==> src/rtl/key_filter_3ch_pkg.sv <==
// Shared constants for the three-channel key debounce filter:
// FSM encodings and the stability-window terminal counts.
package key_filter_3ch_pkg;

  typedef enum logic [1:0] {
    IDLE   = 2'd0,
    P_FILT = 2'd1,
    DOWN   = 2'd2,
    R_FILT = 2'd3
  } kf_state_e;

  // 20 ms at 50 MHz
  localparam int CNT_MAX_DEFAULT = 999_999;
  // Short window for simulation
  localparam int CNT_MAX_SIM = 9;

endpackage

==> src/rtl/key_filter.sv <==
// One debounce channel: 2-flop synchroniser, stability counter and a
// press/release filter FSM producing a clean level and a press strobe.
module key_filter
  import key_filter_3ch_pkg::*;
#(
  parameter int   CNT_MAX    = CNT_MAX_DEFAULT,
  parameter logic KEY_ACTIVE = 1'b0
) (
  input  logic clk,
  input  logic rst_n,
  input  logic key_in,
  output logic key_out,
  output logic key_flag
);

  localparam int CW = (CNT_MAX > 0) ? $clog2(CNT_MAX + 1) : 1;
  localparam logic [CW-1:0] CNT_TOP = CW'(CNT_MAX);

  logic      s1_q, s1_d;
  logic      ks_q, ks_d;
  kf_state_e state_q, state_d;
  logic [CW-1:0] cnt_q, cnt_d;
  logic      key_q, key_d;
  logic      flag_q, flag_d;
  logic      ks_active;

  assign ks_active = (ks_q == KEY_ACTIVE);

  always_comb begin
    s1_d    = key_in;
    ks_d    = s1_q;
    state_d = state_q;
    cnt_d   = cnt_q;
    key_d   = key_q;
    flag_d  = 1'b0;

    // The counter is cleared on every state exit, so it never wraps.
    unique case (state_q)
      IDLE: begin
        if (ks_active) begin
          state_d = P_FILT;
          cnt_d   = '0;
        end
      end
      P_FILT: begin
        if (!ks_active) begin
          state_d = IDLE;
          cnt_d   = '0;
        end else if (cnt_q == CNT_TOP) begin
          state_d = DOWN;
          cnt_d   = '0;
          key_d   = KEY_ACTIVE;
          flag_d  = 1'b1;
        end else begin
          cnt_d = cnt_q + CW'(1);
        end
      end
      DOWN: begin
        if (!ks_active) begin
          state_d = R_FILT;
          cnt_d   = '0;
        end
      end
      R_FILT: begin
        if (ks_active) begin
          state_d = DOWN;
          cnt_d   = '0;
        end else if (cnt_q == CNT_TOP) begin
          state_d = IDLE;
          cnt_d   = '0;
          key_d   = ~KEY_ACTIVE;
        end else begin
          cnt_d = cnt_q + CW'(1);
        end
      end
      default: begin
        state_d = IDLE;
        cnt_d   = '0;
      end
    endcase
  end

  always_ff @(posedge clk or negedge rst_n) begin
    if (!rst_n) begin
      s1_q    <= ~KEY_ACTIVE;
      ks_q    <= ~KEY_ACTIVE;
      state_q <= IDLE;
      cnt_q   <= '0;
      key_q   <= ~KEY_ACTIVE;
      flag_q  <= 1'b0;
    end else begin
      s1_q    <= s1_d;
      ks_q    <= ks_d;
      state_q <= state_d;
      cnt_q   <= cnt_d;
      key_q   <= key_d;
      flag_q  <= flag_d;
    end
  end

  assign key_out  = key_q;
  assign key_flag = flag_q;

endmodule

==> src/rtl/key_filter_3ch.sv <==
// Three independent debounce channels feeding the decoder key inputs.
module key_filter_3ch
  import key_filter_3ch_pkg::*;
#(
  parameter int   CNT_MAX    = CNT_MAX_DEFAULT,
  parameter logic KEY_ACTIVE = 1'b0
) (
  input  logic sys_clk,
  input  logic sys_rst_n,
  input  logic key_in_1,
  input  logic key_in_2,
  input  logic key_in_3,
  output logic key_1,
  output logic key_2,
  output logic key_3,
  output logic key_flag_1,
  output logic key_flag_2,
  output logic key_flag_3
);

  key_filter #(.CNT_MAX(CNT_MAX), .KEY_ACTIVE(KEY_ACTIVE)) u_ch1 (
    .clk      (sys_clk),
    .rst_n    (sys_rst_n),
    .key_in   (key_in_1),
    .key_out  (key_1),
    .key_flag (key_flag_1)
  );

  key_filter #(.CNT_MAX(CNT_MAX), .KEY_ACTIVE(KEY_ACTIVE)) u_ch2 (
    .clk      (sys_clk),
    .rst_n    (sys_rst_n),
    .key_in   (key_in_2),
    .key_out  (key_2),
    .key_flag (key_flag_2)
  );

  key_filter #(.CNT_MAX(CNT_MAX), .KEY_ACTIVE(KEY_ACTIVE)) u_ch3 (
    .clk      (sys_clk),
    .rst_n    (sys_rst_n),
    .key_in   (key_in_3),
    .key_out  (key_3),
    .key_flag (key_flag_3)
  );

endmodule

==> config.mk <==
export PLATFORM = sky130hd
export DESIGN_NAME = key_filter_3ch
export DESIGN_NICKNAME = d
export VERILOG_FILES = /design/src/rtl/key_filter_3ch_pkg.sv /design/src/rtl/key_filter.sv /design/src/rtl/key_filter_3ch.sv
export SDC_FILE = /design/constraint.sdc
export NUM_CORES = 1
export LEC_CHECK = 0
export CAP_MARGIN = 15
export CORE_ASPECT_RATIO = 2
export CORE_MARGIN = 8
export CORE_UTILIZATION = 50
export DETAILED_ROUTE_END_ITERATION = 7
export GPL_TIMING_DRIVEN = 0
export PLACE_DENSITY_LB_ADDON = 0.15
export SLEW_MARGIN = 20
export SYNTH_ARGS = -nofsm -noshare
export SYNTH_HDL_FRONTEND = slang
export SYNTH_HIERARCHICAL = 1
export SYNTH_SLANG_ARGS = --single-unit
==> constraint.sdc <==
create_clock -name sys_clk -period 2.13 [get_ports sys_clk]
set_input_delay 0.426 -clock sys_clk [delete_from_list [all_inputs] [get_ports sys_clk]]
set_output_delay 0.426 -clock sys_clk [all_outputs]
set_load 0.05 [all_outputs]
## After elaboration in Yosys (flattened, before gate mapping)

Cells that the tools add are included.

- Bits in registers: 78
- Latch bits: 0
- RAM bits: 0
- ROM bits: 0
- Input port bits: 5
- Logic and storage cells: 135
- Memories: 0

- Add/sub/neg operators: 3
- Multipliers: 0
- Div/mod/pow operators: 0
- Magnitude comparators: 0
- Equality and inequality tests: 36
- Shifts and indexed selects: 0
- Mux-type cells: 63
- Bitwise operators: 0
- Reductions and logical operators: 15

Operators with widths:

| kind | count |
|---|---|
| 2-to-1 mux 20 bit | 15 |
| case mux 20 bit (4 select lines) | 3 |
| adder 20 x 1 -> 20 bit (second input constant) | 3 |
| equality test 20 bit (second input constant) | 3 |
| 2-to-1 mux 2 bit | 18 |
| != test 2 x 1 -> 1 bit (second input constant) | 12 |
| case mux 2 bit (4 select lines) | 3 |
| 2-to-1 mux 1 bit | 21 |
| AND reduction 5 bit | 3 |
| equality test 2 bit (second input constant) | 6 |
| != test 2 bit (second input constant) | 6 |
| AND reduction 4 bit | 3 |
| != test 3 x 1 -> 1 bit (second input constant) | 3 |
| != test 3 bit (second input constant) | 3 |
| equality test 2 x 1 -> 1 bit (second input constant) | 3 |
| zero test 2 bit | 3 |
| case mux 1 bit (2 select lines) | 3 |
| AND reduction 2 bit | 3 |
| nonzero test 2 bit | 3 |

## Longest topological paths before layout

Gate-level depths: netlist of run 1.

- Depth after elaboration: 4
- Depth in mapped cells: 8
- Gate-level depth less buffers: 6

## Modules after synthesis

The synthesis of run 1 kept the hierarchy.

By module, submodules not included:

| module | times used | cells an instance | area each (µm²) |
|---|---|---|---|
| key_filter at u_ch3 | 1 | 157 | 1430.1 |
| key_filter at u_ch1 | 1 | 138 | 1371.3 |
| key_filter at u_ch2 | 1 | 142 | 1351.3 |

## Least setup slack after synthesis of run 1

OpenSTA, ideal clock, no wires.

- Kind: reg2reg
- From: register u_ch3.cnt_q[10]
- To: register u_ch3.cnt_q[3]
- Setup time: 0.121 ns
- Data arrival time: 1.811 ns
- Slack: 0.198 ns
- Stages on the path, launching flop included: 7
- Path buffers: 1
- Period minus slack after synthesis: 1.932 ns
- Cells stage by stage: dfrtp_1 or4b_4 nor4_4 a21oi_2 buf_6 a21o_1 a22o_1

- Word-level cells in the longest chain between the ends: 4
- Elaborated cells between the ends (all ways): 5
- Classes of those cells: eq/ne (1); mux (4)

Ends and longest elaborated chain:

| item | line | text |
|---|---|---|
| start, declared | key_filter.sv:22 | `logic [CW-1:0] cnt_q, cnt_d;` |
| start signal, assigned | key_filter.sv:95 | `cnt_q <= cnt_d;` |
| equality test 20 bit * | key_filter.sv:49, key_filter.sv:68 |  |
| 2-to-1 mux 20 bit * | key_filter.sv:49, key_filter.sv:68 |  |
| 2-to-1 mux 20 bit (on tied branches) | key_filter.sv:65, key_filter.sv:46 |  |
| case mux 20 bit (4 select lines) * | key_filter.sv:38 | `unique case (state_q)` |

Every way passes the cells marked *; elsewhere a longest branch is shown, timed or not.
A chain may end at the register's enable or synchronous reset.

## Worst setup path in the final report of run 1

- From: register u_ch3.cnt_q[8]
- To: register u_ch3.cnt_q[3]

Same word-level chain as after synthesis.

==> flow_metrics.tcl, run 1 <==
set metrics [dict create \
    status "finished, final reports clean" \
    most-common-layout-cells "dfrtp_1, nand2_1, a31oi_1" \
    ys_types 52 \
    routabilityCongestion 0.852 \
    dieWidth_um 80.4 \
    firstDrtPassIters 5 \
    drive_above_1_share_pct 14.3 \
    portBuffers 10 \
    n_antenna_cell 0 \
    clock_skew_ns 0.00891 \
    clk_path_buf_depth 2 \
    placed_area_um2 4400 \
    maxSlewViolCount 0 \
    core_um2 8170 \
    cp_max_fo 10 \
    syn-cell-area_um2 4150 \
    num-fill-cells 750 \
    cpPeakStageDelay_ns 0.56 \
    gr-total-overflow 0 \
    place_inst 546 \
    slowest_stage "or4b_4" \
    grt_pass1_wl_mm 17.0 \
    wl_per_cell_um 18.2 \
    antenna_left 0 \
    r2r_slack_ns 0.03 \
    clk_latency_ns 0.33 \
    required_ns 2.34 \
    final-seq-area_um2 1970 \
    grt_max_degree 47 \
    worst-path-buf-inv 1 \
    period_share_pct 98.7 \
    synth-edff-count 0 \
    yosysSeqAreaShare_pct 47.3 \
    slew_headroom_pct 46.0 \
    crit_path_end_kind "flop" \
    p_leak_uw 0.00203 \
    grtUsageTotal_pct 19.1 \
    num_rows 47 \
    syn2layout_area_growth_pct 14.3 \
    powerDensity_nw_per_um2 775 \
    finish.instance_area_um2 4750 \
    worstPathCellList "or4b_4, nor4_4, a21oi_4, buf_6, a21o_1, a22o_1" \
    fin_crit_ns 2.10 \
    path_class "flop to flop" \
    syn_nets 445 \
    r2r_start "u_ch3/cnt_q[8]" \
    async_flop_share_pct 100 \
    ys_seq_elements 78 \
    rr_worst_depth 6 \
    final-instance-count-excl-fill 567 \
    utilization_pct 58.1 \
    startpoint_type "flop" \
    cp_top_family "simple AND/OR/NAND/NOR gates" \
    min_path_type "input pin to asynchronous set/reset pin" \
    drtIter0Drc 198 \
    yosys_warnings 6 \
    antenna_found_initial 0 \
    synthFlopType "dfrtp_1" \
    multi_input_area_um2 2020 \
    setup_viol 0 \
    dieHeight_um 145 \
    cts_root_buf "clkbuf_16" \
    maxCapViolCount 0 \
    r2r_end "u_ch3/cnt_q[3]" \
    grt_pass1_vias 3540 \
    routed_wl_mm 10.3 \
    htreeDepth 3 \
    vias 3527 \
    die_area_um2 11700 \
    layout_commonest_cell "dfrtp_1" \
    cts.clk_slew.worst_paths_ns 0.06 \
    dp_hpwl_mm 7.48 \
    layout.nets 472 \
    fmax_ghz 0.476 \
    viasPerCell 6.22 \
    drc_errors 0 \
    vdd_ir_drop_max_mv 0.722 \
    rsz0062_at_grt "yes" \
    tightest_slew_ns 0.808 \
    start_util_pct 50.8 \
    finalHoldViolations 0 \
    largestRegisters "u_ch1/cnt_q: 20 flops, u_ch2/cnt_q: 20 flops, u_ch3/cnt_q: 20 flops" \
    cts-buffers-inserted 9 \
    worst_ep_arrival_time_ns 2.32 \
    syn-instance-count 437 \
    io_pins 11 \
    avgSynthCellArea_um2 9.50 \
    timing.hold.ws_ns 0.0456 \
    totalPowerFinal_uw 3680 \
    cts.sinks 78 \
    cts_tree "built" \
]
[report_power, final]
group          switching [uW]  leakage, uW  internal (uW)
registers                86.0      0.00104           1560
logic                     384     0.000867            253
clock network             579     0.000126            820
[cell type report]
class	count	share of cell area (%)
multi-input combinational	326	42.6
sequential	78	41.4
clock buffer	13	5.27
timing repair buffer	17	3.66
buffer	23	3.29
tap	98	2.58
inverter	9	0.711
clock inverter	3	0.422
[cell families after synthesis]
family / synth area share (%)
compound gates: 19.1
xor+xnor: 2.11
fa+ha+maj: 0.904
buf+inv: 4.28
flops: 47.3
mux: 1.54
simple gates: 24.8
[through the flow]
stage,setup TNS (ns),setup WS (ns)
finish,0,0.0271
global route,-0.156,-0.0434
CTS,0,0.00405
detailed placement,0,0.0412
global placement,-158.90,-2.15
floorplan,0,0.198
[worst max path at each step]
stage	depth (start not counted)	from	endpoint	slack, ns
6_report	6	u_ch3/cnt_q[8]	u_ch3/cnt_q[3]	0.03
5_1_grt	6	u_ch3/cnt_q[10]	u_ch3/cnt_q[3]	-0.04
4_1_cts	1	u_ch3/key_out	key_3	0.004
3_5_place_dp	6	u_ch2/cnt_q[0]	u_ch2/cnt_q[12]	0.04
3_3_place_gp	1	sys_rst_n	u_ch2/cnt_q[1]	-2.15
2_1_floorplan	6	u_ch3/cnt_q[10]	u_ch3/cnt_q[3]	0.20
[synthesized netlist by cell type, types with 2 or more instances]
library cell / count / area [um^2]
or3_1: 3 / 18.8
nand4_1: 13 / 81.3
and2_1: 6 / 37.5
mux2_2: 3 / 33.8
or4_1: 2 / 15.0
dfrtp_1: 69 / 1730
a21oi_1: 26 / 130
buf_6: 4 / 45.0
a31oi_1: 34 / 213
o21ai_0: 16 / 80.1
o211ai_1: 5 / 37.5
xnor2_1: 9 / 78.8
nor4b_1: 3 / 26.3
a22o_1: 16 / 140
and3_1: 9 / 56.3
nor2_1: 23 / 86.3
or2_2: 7 / 43.8
nand3b_1: 2 / 15.0
and4_1: 10 / 87.6
buf_2: 7 / 35.0
dfstp_2: 9 / 236
nand2b_1: 7 / 43.8
mux2i_1: 3 / 30.0
o31ai_1: 2 / 15.0
a41oi_1: 7 / 61.3
nor3_1: 8 / 40.0
nor4_1: 5 / 31.3
or2b_1: 3 / 22.5
a32oi_1: 2 / 17.5
inv_1: 9 / 33.8
ha_1: 3 / 37.5
clkbuf_1: 11 / 41.3
nand3_1: 24 / 120
or4b_4: 2 / 27.5
o21ai_1: 2 / 10.0
nand2_1: 53 / 199
a21o_1: 5 / 37.5
[per-layer routing]
| layer | routed length, um | GRT usage, % | vias to the layer above |
|---|---|---|---|
| met4 | 484 | 13.8 | 0 |
| li1 | - | - | 1690 |
| met3 | 228 | 3.84 | 34 |
| met2 | 5950 | 35.1 | 72 |
| met5 | 0 | 0 | - |
| met1 | 3650 | 17.6 | 1731 |
[worst register-to-register path: stages (launching register included)]
cell and delay [ns]:
dfrtp_1 0.43, or4b_4 0.57, nor4_4 0.34, a21oi_4 0.13, buf_6 0.18, a21o_1 0.15
a22o_1 0.18
[repair_timing]
| action | CTS | global route |
|---|---|---|
| buffers inserted | 0 | 6 |
| setup endpoints to repair | 1 | 42 |
| pin swaps | 0 | 3 |
| resized for setup | 1 | 17 |
| hold buffers | 0 | 0 |
No activity file was read; power rests on OpenSTA's default activity.
==> run 2: changes to the inputs <==
--- a/config.mk
+++ b/config.mk
@@ -11,6 +11,7 @@
 export CORE_UTILIZATION = 50
 export DETAILED_ROUTE_END_ITERATION = 7
 export GPL_TIMING_DRIVEN = 0
+export HOLD_SLACK_MARGIN = 0.1
 export PLACE_DENSITY_LB_ADDON = 0.15
 export SLEW_MARGIN = 20
 export SYNTH_ARGS = -nofsm -noshare
==> run 2 against run 1 <==
Effect of this change: count of clock-buffer cells in the layout stayed put; total power about the same; critical path depth unchanged; design area grew 0.21%; highest routed layer unchanged; die area did not move; via count hardly changed; sequential share of layout area shrank 0.087 points; clock skew decreased by 0.00064 ns.
==> flow_metrics.tcl, run 2 (synthesized netlist as in run 1, its figures left out) <==
set metrics [dict create \
    fmax_ghz 0.475 \
    grt_max_degree 47 \
    antenna_found_initial 0 \
    timing.hold.ws_ns 0.356 \
    required_ns 2.34 \
    gr-total-overflow 0 \
    min_path_type "flop to flop" \
    tightest_slew_ns 0.787 \
    grt_pass1_wl_mm 17.0 \
    rsz0062_at_grt "yes" \
    worst_ep_arrival_time_ns 2.32 \
    final-seq-area_um2 1970 \
    layout_commonest_cell "dfrtp_1" \
    status "finished, final reports clean" \
    wl_per_cell_um 18.2 \
    fin_setup_tns_ns 0 \
    p_leak_uw 0.00204 \
    clock_skew_ns 0.00827 \
    vdd_ir_drop_max_mv 0.721 \
    core_um2 8170 \
    fin_crit_ns 2.11 \
    setup_viol 0 \
    syn2layout_area_growth_pct 14.6 \
    worst-path-buf-inv 1 \
    drc_errors 0 \
    htreeDepth 3 \
    cp_max_fo 10 \
    maxCapViolCount 0 \
    routabilityCongestion 0.852 \
    cts-buffers-inserted 9 \
    cpPeakStageDelay_ns 0.56 \
    grt_pass1_vias 3543 \
    start_util_pct 50.8 \
    io_pins 11 \
    drtIter0Drc 204 \
    n_antenna_cell 0 \
    crit_path_end_kind "flop" \
    dp_hpwl_mm 7.48 \
    die_area_um2 11700 \
    cts.clk_slew.worst_paths_ns 0.06 \
    grt_use_met3_pct 3.84 \
    grtUsageTotal_pct 19.1 \
    num_rows 47 \
    vias 3530 \
    routed_wl_mm 10.3 \
    cp_top_family "simple AND/OR/NAND/NOR gates" \
    grt_util_met2_pct 35.1 \
    cts.sinks 78 \
    multi_input_area_um2 2020 \
    slowest_stage "or4b_4" \
    most-common-layout-cells "dfrtp_1, nand2_1, a31oi_1" \
    antenna_left 0 \
    met1_usage_pct 17.6 \
    dieHeight_um 145 \
    clk_path_buf_depth 2 \
    worstPathCellList "or4b_4, nor4_4, a21oi_4, buf_6, a21o_1, a22o_1" \
    num-fill-cells 749 \
    dieWidth_um 80.4 \
    startpoint_type "flop" \
    powerDensity_nw_per_um2 774 \
    drive_above_1_share_pct 14.3 \
    period_share_pct 98.9 \
    finalHoldViolations 0 \
    clk_latency_ns 0.33 \
    slew_headroom_pct 47.3 \
    maxSlewViolCount 0 \
    portBuffers 10 \
    layout.nets 473 \
    path_class "flop to flop" \
    utilization_pct 58.2 \
    firstDrtPassIters 5 \
    viasPerCell 6.21 \
    cts_root_buf "clkbuf_16" \
    grt_busiest_layer "met2" \
    largestRegisters "u_ch1/cnt_q: 20 flops, u_ch2/cnt_q: 20 flops, u_ch3/cnt_q: 20 flops" \
    cts_tree "built" \
]
-- run 2: cell count changes in the layout (fill, tap and decap cells not counted) --
| cell | before | now |
|---|---|---|
| dlygate4sd3_1 | 0 | 1 |
-- run 2: layer usage --
metal	share of wire (%)	up-vias
met1	35	1730
li1	-	1691
met3	2.4	34
met4	4.5	0
met2	58	75
met5	0	-
-- run 2: worst paths after layout --
check / start / endpoint / slack [ns] / cells past startpoint
min reg2reg: u_ch3/ks_d / u_ch3/ks_q / 0.36 / 0
min: u_ch3/ks_d / u_ch3/ks_q / 0.36 / 0
min in group asynchronous: sys_rst_n / u_ch3/cnt_q[5] / 0.59 / 2
max: u_ch3/cnt_q[8] / u_ch3/cnt_q[3] / 0.02 / 6
max in group asynchronous: sys_rst_n / u_ch2/ks_q / 0.90 / 3
max reg2reg: u_ch3/cnt_q[8] / u_ch3/cnt_q[3] / 0.02 / 6
-- run 2: stage by stage --
stage / instance area (um^2) / total power [uW] / setup slack, ns / instances
after detailed placement: 4400 / 2290 / 0.0412 / 546
final: 4760 / 3680 / 0.0236 / 568
after global routing: 4760 / 3840 / -0.0434 / 568
after global placement: 4380 / 2270 / -2.15 / 545
after CTS: 4680 / 3710 / 0.00405 / 563
after floorplan: 4150 / 2090 / 0.198 / 437
-- run 2: timing repair --
item	CTS	global route
hold buffers	1	0
resized for setup	1	17
setup buffers	0	6
endpoints found under the hold margin	32	0
endpoints found under the setup margin	1	42
pin swaps	0	3
-- run 2: cell type report --
class                      count  area share, %
multi-input combinational    326           42.5
sequential                    78           41.3
clock buffer                  13           5.26
timing repair buffer          18           3.87
buffer                        23           3.29
tap                           98           2.58
inverter                       9          0.710
clock inverter                 3          0.421
-- run 2: worst reg2reg max path: stages (launching register included) --
cell and delay (ns):
dfrtp_1 0.43, or4b_4 0.56, nor4_4 0.34, a21oi_4 0.13, buf_6 0.19, a21o_1 0.15, a22o_1 0.18
-- run 2: power by group --
group          total, uW  switching [uW]  internal (uW)  leakage [uW]
clock               1400             579            820      0.000126
sequential          1640            86.9           1560       0.00104
combinational        639             385            254      0.000872
total               3680            1050           2630       0.00204
